**config.mk**
```make
export PLATFORM = sky130hd
export DESIGN_NAME = tns_lane_scheduler_flat
export DESIGN_NICKNAME = d
export VERILOG_FILES = /design/src/rtl/tns_lane_scheduler_if.sv /design/src/rtl/tns_lane_scheduler.sv /design/src/flat_wrapper.sv
export SDC_FILE = /design/constraint.sdc
export NUM_CORES = 1
export LEC_CHECK = 0
export CELL_PAD_IN_SITES_DETAIL_PLACEMENT = 0
export CELL_PAD_IN_SITES_GLOBAL_PLACEMENT = 1
export CORE_AREA = 4 4 71 73
export DETAILED_ROUTE_END_ITERATION = 10
export DIE_AREA = 0 0 75 77
export PLACE_DENSITY_LB_ADDON = 0.1
export SLEW_MARGIN = 20
export SYNTH_ARGS = -nofsm -noshare
export SYNTH_HDL_FRONTEND = slang
export SYNTH_SLANG_ARGS = --single-unit
export TNS_END_PERCENT = 20
```
**constraint.sdc**
```tcl
create_clock -name clock -period 2.2 [get_ports clock]
set_clock_uncertainty 0.05 [all_clocks]
set_input_delay 0.22 -clock clock [delete_from_list [all_inputs] [get_ports clock]]
set_output_delay 0.22 -clock clock [all_outputs]
set_load 0.01 [all_outputs]
```
**src/rtl/tns_lane_scheduler_if.sv**
```systemverilog
// Request, link and encoder-side signals of the TNS lane scheduler.
// The scheduler uses the slave modport; the driving environment uses master.
interface tns_lane_scheduler_if #(
  parameter int unsigned DATA_W = 10
);
  logic              a_valid;
  logic [DATA_W-1:0] a_data;
  logic              a_ready;
  logic              b_valid;
  logic [DATA_W-1:0] b_data;
  logic              b_ready;
  logic              link_ready;
  logic              resync;
  logic [DATA_W-1:0] enc_datain;
  logic [1:0]        code_tag;
  logic              in_sync;
  logic [15:0]       word_count;

  modport master (
    output a_valid, a_data, b_valid, b_data, link_ready, resync,
    input  a_ready, b_ready, enc_datain, code_tag, in_sync, word_count
  );

  modport slave (
    input  a_valid, a_data, b_valid, b_data, link_ready, resync,
    output a_ready, b_ready, enc_datain, code_tag, in_sync, word_count
  );
endinterface

```
**src/rtl/tns_lane_scheduler.sv**
```systemverilog
// Two-requester round-robin scheduler feeding a TNS encoder, with sync-burst insertion.
// enc_datain is combinational; code_tag lags one cycle to line up with the encoder register.
module tns_lane_scheduler #(
  parameter int unsigned       DATA_W    = 10,
  parameter int unsigned       SYNC_LEN  = 8,
  parameter logic [DATA_W-1:0] SYNC_WORD = DATA_W'(1),
  parameter logic [DATA_W-1:0] IDLE_WORD = '0
) (
  input logic                 clock,
  input logic                 reset,
  tns_lane_scheduler_if.slave bus
);

  typedef enum logic [0:0] {StSync, StRun} state_e;

  localparam logic [7:0] LastCnt = 8'(SYNC_LEN - 1);
  localparam logic [1:0] TagIdle = 2'b00;
  localparam logic [1:0] TagA    = 2'b01;
  localparam logic [1:0] TagB    = 2'b10;
  localparam logic [1:0] TagSync = 2'b11;

  state_e      state_q, state_d;
  logic [7:0]  sync_cnt_q, sync_cnt_d;
  logic        ptr_q, ptr_d;  // 0 = A has priority, 1 = B
  logic [1:0]  code_tag_q, code_tag_d;
  logic [15:0] word_count_q, word_count_d;

  logic              grant_a;
  logic              grant_b;
  logic [DATA_W-1:0] enc_word;

  always_ff @(posedge clock or posedge reset) begin
    if (reset) begin
      state_q      <= StSync;
      sync_cnt_q   <= '0;
      ptr_q        <= 1'b0;
      code_tag_q   <= TagIdle;
      word_count_q <= '0;
    end else begin
      state_q      <= state_d;
      sync_cnt_q   <= sync_cnt_d;
      ptr_q        <= ptr_d;
      code_tag_q   <= code_tag_d;
      word_count_q <= word_count_d;
    end
  end

  always_comb begin
    state_d    = state_q;
    sync_cnt_d = sync_cnt_q;
    ptr_d      = ptr_q;
    code_tag_d = TagIdle;
    grant_a    = 1'b0;
    grant_b    = 1'b0;
    enc_word   = IDLE_WORD;

    unique case (state_q)
      StSync: begin
        enc_word   = SYNC_WORD;
        code_tag_d = TagSync;
        // resync wins over the terminal count so the whole burst restarts
        if (bus.resync) begin
          sync_cnt_d = '0;
        end else if (sync_cnt_q == LastCnt) begin
          sync_cnt_d = '0;
          state_d    = StRun;
        end else begin
          sync_cnt_d = sync_cnt_q + 8'd1;
        end
      end
      StRun: begin
        if (bus.link_ready) begin
          if (bus.a_valid && (!bus.b_valid || !ptr_q)) begin
            grant_a = 1'b1;
          end else if (bus.b_valid) begin
            grant_b = 1'b1;
          end
        end
        if (grant_a) begin
          enc_word   = bus.a_data;
          code_tag_d = TagA;
          ptr_d      = 1'b1;
        end else if (grant_b) begin
          enc_word   = bus.b_data;
          code_tag_d = TagB;
          ptr_d      = 1'b0;
        end
        if (bus.resync) begin
          state_d    = StSync;
          sync_cnt_d = '0;
        end
      end
      default: begin
        state_d    = StSync;
        sync_cnt_d = '0;
      end
    endcase
  end

  assign word_count_d = word_count_q + 16'((grant_a || grant_b) ? 1 : 0);

  assign bus.a_ready    = grant_a;
  assign bus.b_ready    = grant_b;
  assign bus.enc_datain = enc_word;
  assign bus.code_tag   = code_tag_q;
  assign bus.in_sync    = (state_q == StSync);
  assign bus.word_count = word_count_q;

endmodule

```
**src/flat_wrapper.sv**
```systemverilog
// flat-port wrapper written by rule: the top's interface ports become plain ports
module tns_lane_scheduler_flat 
#(
  parameter int unsigned       DATA_W    = 10,
  parameter int unsigned       SYNC_LEN  = 8,
  parameter logic [DATA_W-1:0] SYNC_WORD = DATA_W'(1),
  parameter logic [DATA_W-1:0] IDLE_WORD = '0
)
  (clock, reset, bus_a_valid, bus_a_data, bus_b_valid, bus_b_data, bus_link_ready, bus_resync, bus_a_ready, bus_b_ready, bus_enc_datain, bus_code_tag, bus_in_sync, bus_word_count);
  tns_lane_scheduler_if #(.DATA_W(DATA_W)) bus_i ();
  input logic clock;
  input logic reset;
  input wire logic [$bits(bus_i.a_valid)-1:0] bus_a_valid;
  input wire logic [$bits(bus_i.a_data)-1:0] bus_a_data;
  input wire logic [$bits(bus_i.b_valid)-1:0] bus_b_valid;
  input wire logic [$bits(bus_i.b_data)-1:0] bus_b_data;
  input wire logic [$bits(bus_i.link_ready)-1:0] bus_link_ready;
  input wire logic [$bits(bus_i.resync)-1:0] bus_resync;
  output wire logic [$bits(bus_i.a_ready)-1:0] bus_a_ready;
  output wire logic [$bits(bus_i.b_ready)-1:0] bus_b_ready;
  output wire logic [$bits(bus_i.enc_datain)-1:0] bus_enc_datain;
  output wire logic [$bits(bus_i.code_tag)-1:0] bus_code_tag;
  output wire logic [$bits(bus_i.in_sync)-1:0] bus_in_sync;
  output wire logic [$bits(bus_i.word_count)-1:0] bus_word_count;
  assign bus_i.a_valid = bus_a_valid;
  assign bus_i.a_data = bus_a_data;
  assign bus_i.b_valid = bus_b_valid;
  assign bus_i.b_data = bus_b_data;
  assign bus_i.link_ready = bus_link_ready;
  assign bus_i.resync = bus_resync;
  assign bus_a_ready = bus_i.a_ready;
  assign bus_b_ready = bus_i.b_ready;
  assign bus_enc_datain = bus_i.enc_datain;
  assign bus_code_tag = bus_i.code_tag;
  assign bus_in_sync = bus_i.in_sync;
  assign bus_word_count = bus_i.word_count;
  tns_lane_scheduler #(.DATA_W(DATA_W), .SYNC_LEN(SYNC_LEN), .SYNC_WORD(SYNC_WORD), .IDLE_WORD(IDLE_WORD)) u_core (.clock(clock), .reset(reset), .bus(bus_i));
endmodule
```
==> results.py <==
metrics = {
    "critical_path": {
        "r2r_cells": 9,
        "path_class": "register to output pin",
        "start_kind": "register",
        "cp_top_family": "buffers and inverters",
        "critPathArrivalTime_ns": 1.78,
        "cp_max_fo": 2,
        "crit_end": "bus_enc_datain[0]",
        "rr_endpoint": "u_core.bus.word_count[8]$_DFF_PP0_",
        "cp-end-kind": "output pin",
        "crit_slowest_cell": "clkdlybuf4s50_1",
        "path_cells": "inv_1 > a21oi_2 > buf_4 > a221o_1 > clkdlybuf4s50_1",
        "cp.buffers_inverters": 3,
        "r2r_setup_slack_ns": 0.24,
        "cp-startpoint": "u_core.ptr_q$_DFFE_PP0P_",
        "path_depth": 5,
        "cpPeakStageDelay_ns": 0.48,
        "cp_data_required_time_ns": 1.93,
        "r2r-start": "u_core.ptr_q$_DFFE_PP0P_",
    },
    "grt": {
        "grt_max_degree": 29,
        "grt_pass1_vias": 1144,
        "grt_pass1_wl_um": 5600,
        "grtUsageTotal_pct": 12.2,
        "antenna_found_initial": 0,
        "gr-total-overflow": 0,
    },
    "cts": {
        "worstSkewPairLatency_ns": 0.27,
        "cts_buffers": 3,
        "cts_root_buf": "clkbuf_8",
        "path_clk_slew_ns": 0.10,
        "post_cts_buffers": 0,
        "clk_path_buf_depth": 2,
        "cts.sinks": 28,
        "cts_tree": "done",
        "ctsHtreeMaxLevel": 1,
    },
    "flow_run": {
        "drv_cap": 0,
    },
    "route": {
        "final_antenna_net_count": 0,
        "firstDrtPassIters": 4,
        "top_layer": "met4",
        "wl_met1_um": 1480,
        "routed_wl_um": 3450,
        "routed-wl-met2_um": 1800,
        "met3WireLength_um": 149,
        "wl_per_cell_um": 14.3,
        "drc": 0,
        "vias": 1134,
        "drtIter0Drc": 24,
        "viasPerCell": 4.71,
    },
    "timing": {
        "tightest_slew_ns": 0.380,
        "whs_ns": 0.255,
        "period_minus_slack_ns": 2.05,
        "max_freq_mhz": 487,
        "hold_violations": 0,
        "setup_viol": 0,
        "rsz0062_at_grt": "no",
        "timing.slew.headroom_pct": 74.6,
        "fin_crit_sh_pct": 93.3,
        "drv_slew": 0,
    },
    "place": {
        "dp.cells": 237,
        "dpl_cell_area_um2": 2050,
        "dpl.hpwl_um": 2730,
        "gp_congestion": 0.735,
        "port-buffer-count": 56,
    },
    "logic_synthesis": {
        "yosysWarnings": 0,
        "netlist_area_um2": 1380,
        "yosys.area.top_type_share_pct": 50.8,
        "syn_nets": 154,
        "ys_ff_latch": 28,
        "syn_inst": 124,
        "synth_cell_type_count": 30,
        "ys_seq_area_share_pct": 50.8,
        "synth_area_leaders": "dfrtp_1 51%, xnor2_1 9.5%, a22o_1 5.7%",
        "syn_avg_cell_area_um2": 11.1,
        "yosys.area.top_type": "dfrtp_1",
    },
    "final_layout": {
        "final_common_cell": "clkdlybuf4s50_1",
        "synthToLayoutAreaGrowth_pct": 54.9,
        "finalNonFillerCells": 241,
        "final_cell_mix": "46 x clkdlybuf4s50_1, 28 x dfrtp_1, 15 x xnor2_1",
        "fin_area_um2": 2140,
        "final_nets": 220,
        "n_antenna_cell": 0,
        "nFillCells": 395,
        "utilization_pct": 49.1,
        "drive_gt1_share_pct": 12.2,
    },
    "die": {
        "initial_utilization_pct": 31.7,
        "num_io_pins": 57,
        "core_area_um2": 4350,
        "die_h_um": 77,
        "dieArea_um2": 5780,
        "num_rows": 24,
        "die_x_um": 75,
    },
    "power_and_ir_drop": {
        "p_int_uw": 765,
        "swShare_pct": 22.1,
        "p_per_area_nw_per_um2": 459,
        "power.leakage_uw": 0.00110,
        "power.switching_uw": 217,
        "irDropWorstVdd_uv": 199,
        "clkPwrFrac_pct": 32.5,
        "p_seq_share_pct": 55.6,
        "p_comb_share_pct": 11.9,
    },
    "worst_hold_path": {
        "hold_path_class": "primary input to async pin",
    },
    "status": {
        "status": "complete, no violations",
    },
}
-- power groups by stage --
stage | clock network [µW] | registers (µW) | logic, µW
CTS | 333 | 545 | 118
global placement | 0 | 554 | 115
detailed placement | 0 | 555 | 118
finish | 319 | 546 | 117
global route | 352 | 549 | 130
floorplan | 0 | 556 | 36.7
-- sequential cells by signal, indices dropped and copies added, names as in the netlist --
signal	flops
u_core.bus.word_count	16
u_core.bus.code_tag	2
u_core.state_q	1
u_core.ptr_q	1
u_core.sync_cnt_q	8
-- cell usage after synthesis --
master / n
inv_1: 3
nand2b_1: 3
a221o_1: 1
and2_1: 4
xor2_1: 3
and3_1: 4
dfrtp_1: 28
or3_2: 1
a31oi_1: 2
clkbuf_1: 2
o31a_1: 1
a22o_2: 4
and3_2: 1
or2b_1: 1
nand2_1: 6
ha_1: 4
xnor2_1: 15
or2_2: 1
or4_1: 1
buf_6: 1
o21bai_1: 1
a22o_1: 9
and4_1: 1
mux2_2: 1
nand4_1: 6
a21oi_1: 4
nor2b_1: 1
nor2_1: 5
nand3_1: 9
a41oi_1: 1
-- layout make-up --
| cell class | instances | area (µm²) | area share, % |
|---|---|---|---|
| Clock buffer | 4 | 55.1 | 2.58 |
| Inverter | 3 | 11.3 | 0.527 |
| Timing Repair Buffer | 64 | 646 | 30.2 |
| Sequential cell | 28 | 701 | 32.8 |
| Multi-Input combinational cell | 90 | 659 | 30.9 |
| Tap cell | 52 | 65.1 | 3.04 |
-- cells by family (layout without fill, tap and decap cells) --
group | count (synthesis) | count (layout) | share of synthesized area (%)
flops | 28 | 28 | 50.8
xor+xnor | 18 | 18 | 11.4
mux | 1 | 1 | 0.816
simple gates | 44 | 44 | 17.7
compound gates | 23 | 23 | 13.5
fa+ha+maj | 4 | 4 | 3.63
buf+inv | 6 | 71 | 2.18
-- per-stage QoR --
stage | setup TNS, ns | power (µW) | worst slack (ns)
after floorplan | 0 | 593 | 0.342
after global routing | 0 | 1030 | 0.0875
after detailed placement | -0.0310 | 673 | -0.0107
final | 0 | 982 | 0.147
after global placement | 0 | 670 | 0.00497
after CTS | 0 | 997 | 0.00961
-- timing repair --
item | in CTS | in global routing
endpoints found under the setup margin | 1 | 9
hold buffers | 0 | 0
gates resized for setup | 1 | 13
-- per-layer routing --
| metal | GRT usage, % | vias to the layer above |
|---|---|---|
| met3 | 2.48 | 2 |
| met2 | 19.6 | 20 |
| met1 | 16.3 | 532 |
| met4 | 3.20 | 0 |
| li1 | - | 580 |
| met5 | 0 | - |
-- worst min path at each step --
stage | startpoint | endpoint | slack (ns) | cells past startpoint
3_5_place_dp | u_core.bus.word_count[15]$_DFF_PP0_ | u_core.bus.word_count[15]$_DFF_PP0_ | 0.41 | 1
5_1_grt | reset | u_core.bus.code_tag[1]$_DFF_PP0_ | 0.30 | 3
4_1_cts | reset | u_core.bus.word_count[7]$_DFF_PP0_ | 0.27 | 3
3_3_place_gp | u_core.bus.word_count[15]$_DFF_PP0_ | u_core.bus.word_count[15]$_DFF_PP0_ | 0.41 | 1
6_report | reset | u_core.bus.word_count[7]$_DFF_PP0_ | 0.26 | 3
2_1_floorplan | bus_resync | u_core.state_q$_DFF_PP0_ | 0.23 | 1
-- worst reg2reg max path, cell delays in order (launching register included) --
cell,delay [ns]
dfrtp_1,0.41
inv_1,0.09
a21oi_2,0.06
and2_1,0.16
or2_2,0.30
ha_1,0.20
ha_1,0.19
and2_1,0.18
nand4_1,0.12
xnor2_1,0.12
Note: power is estimated with default switching activity, not from simulation.
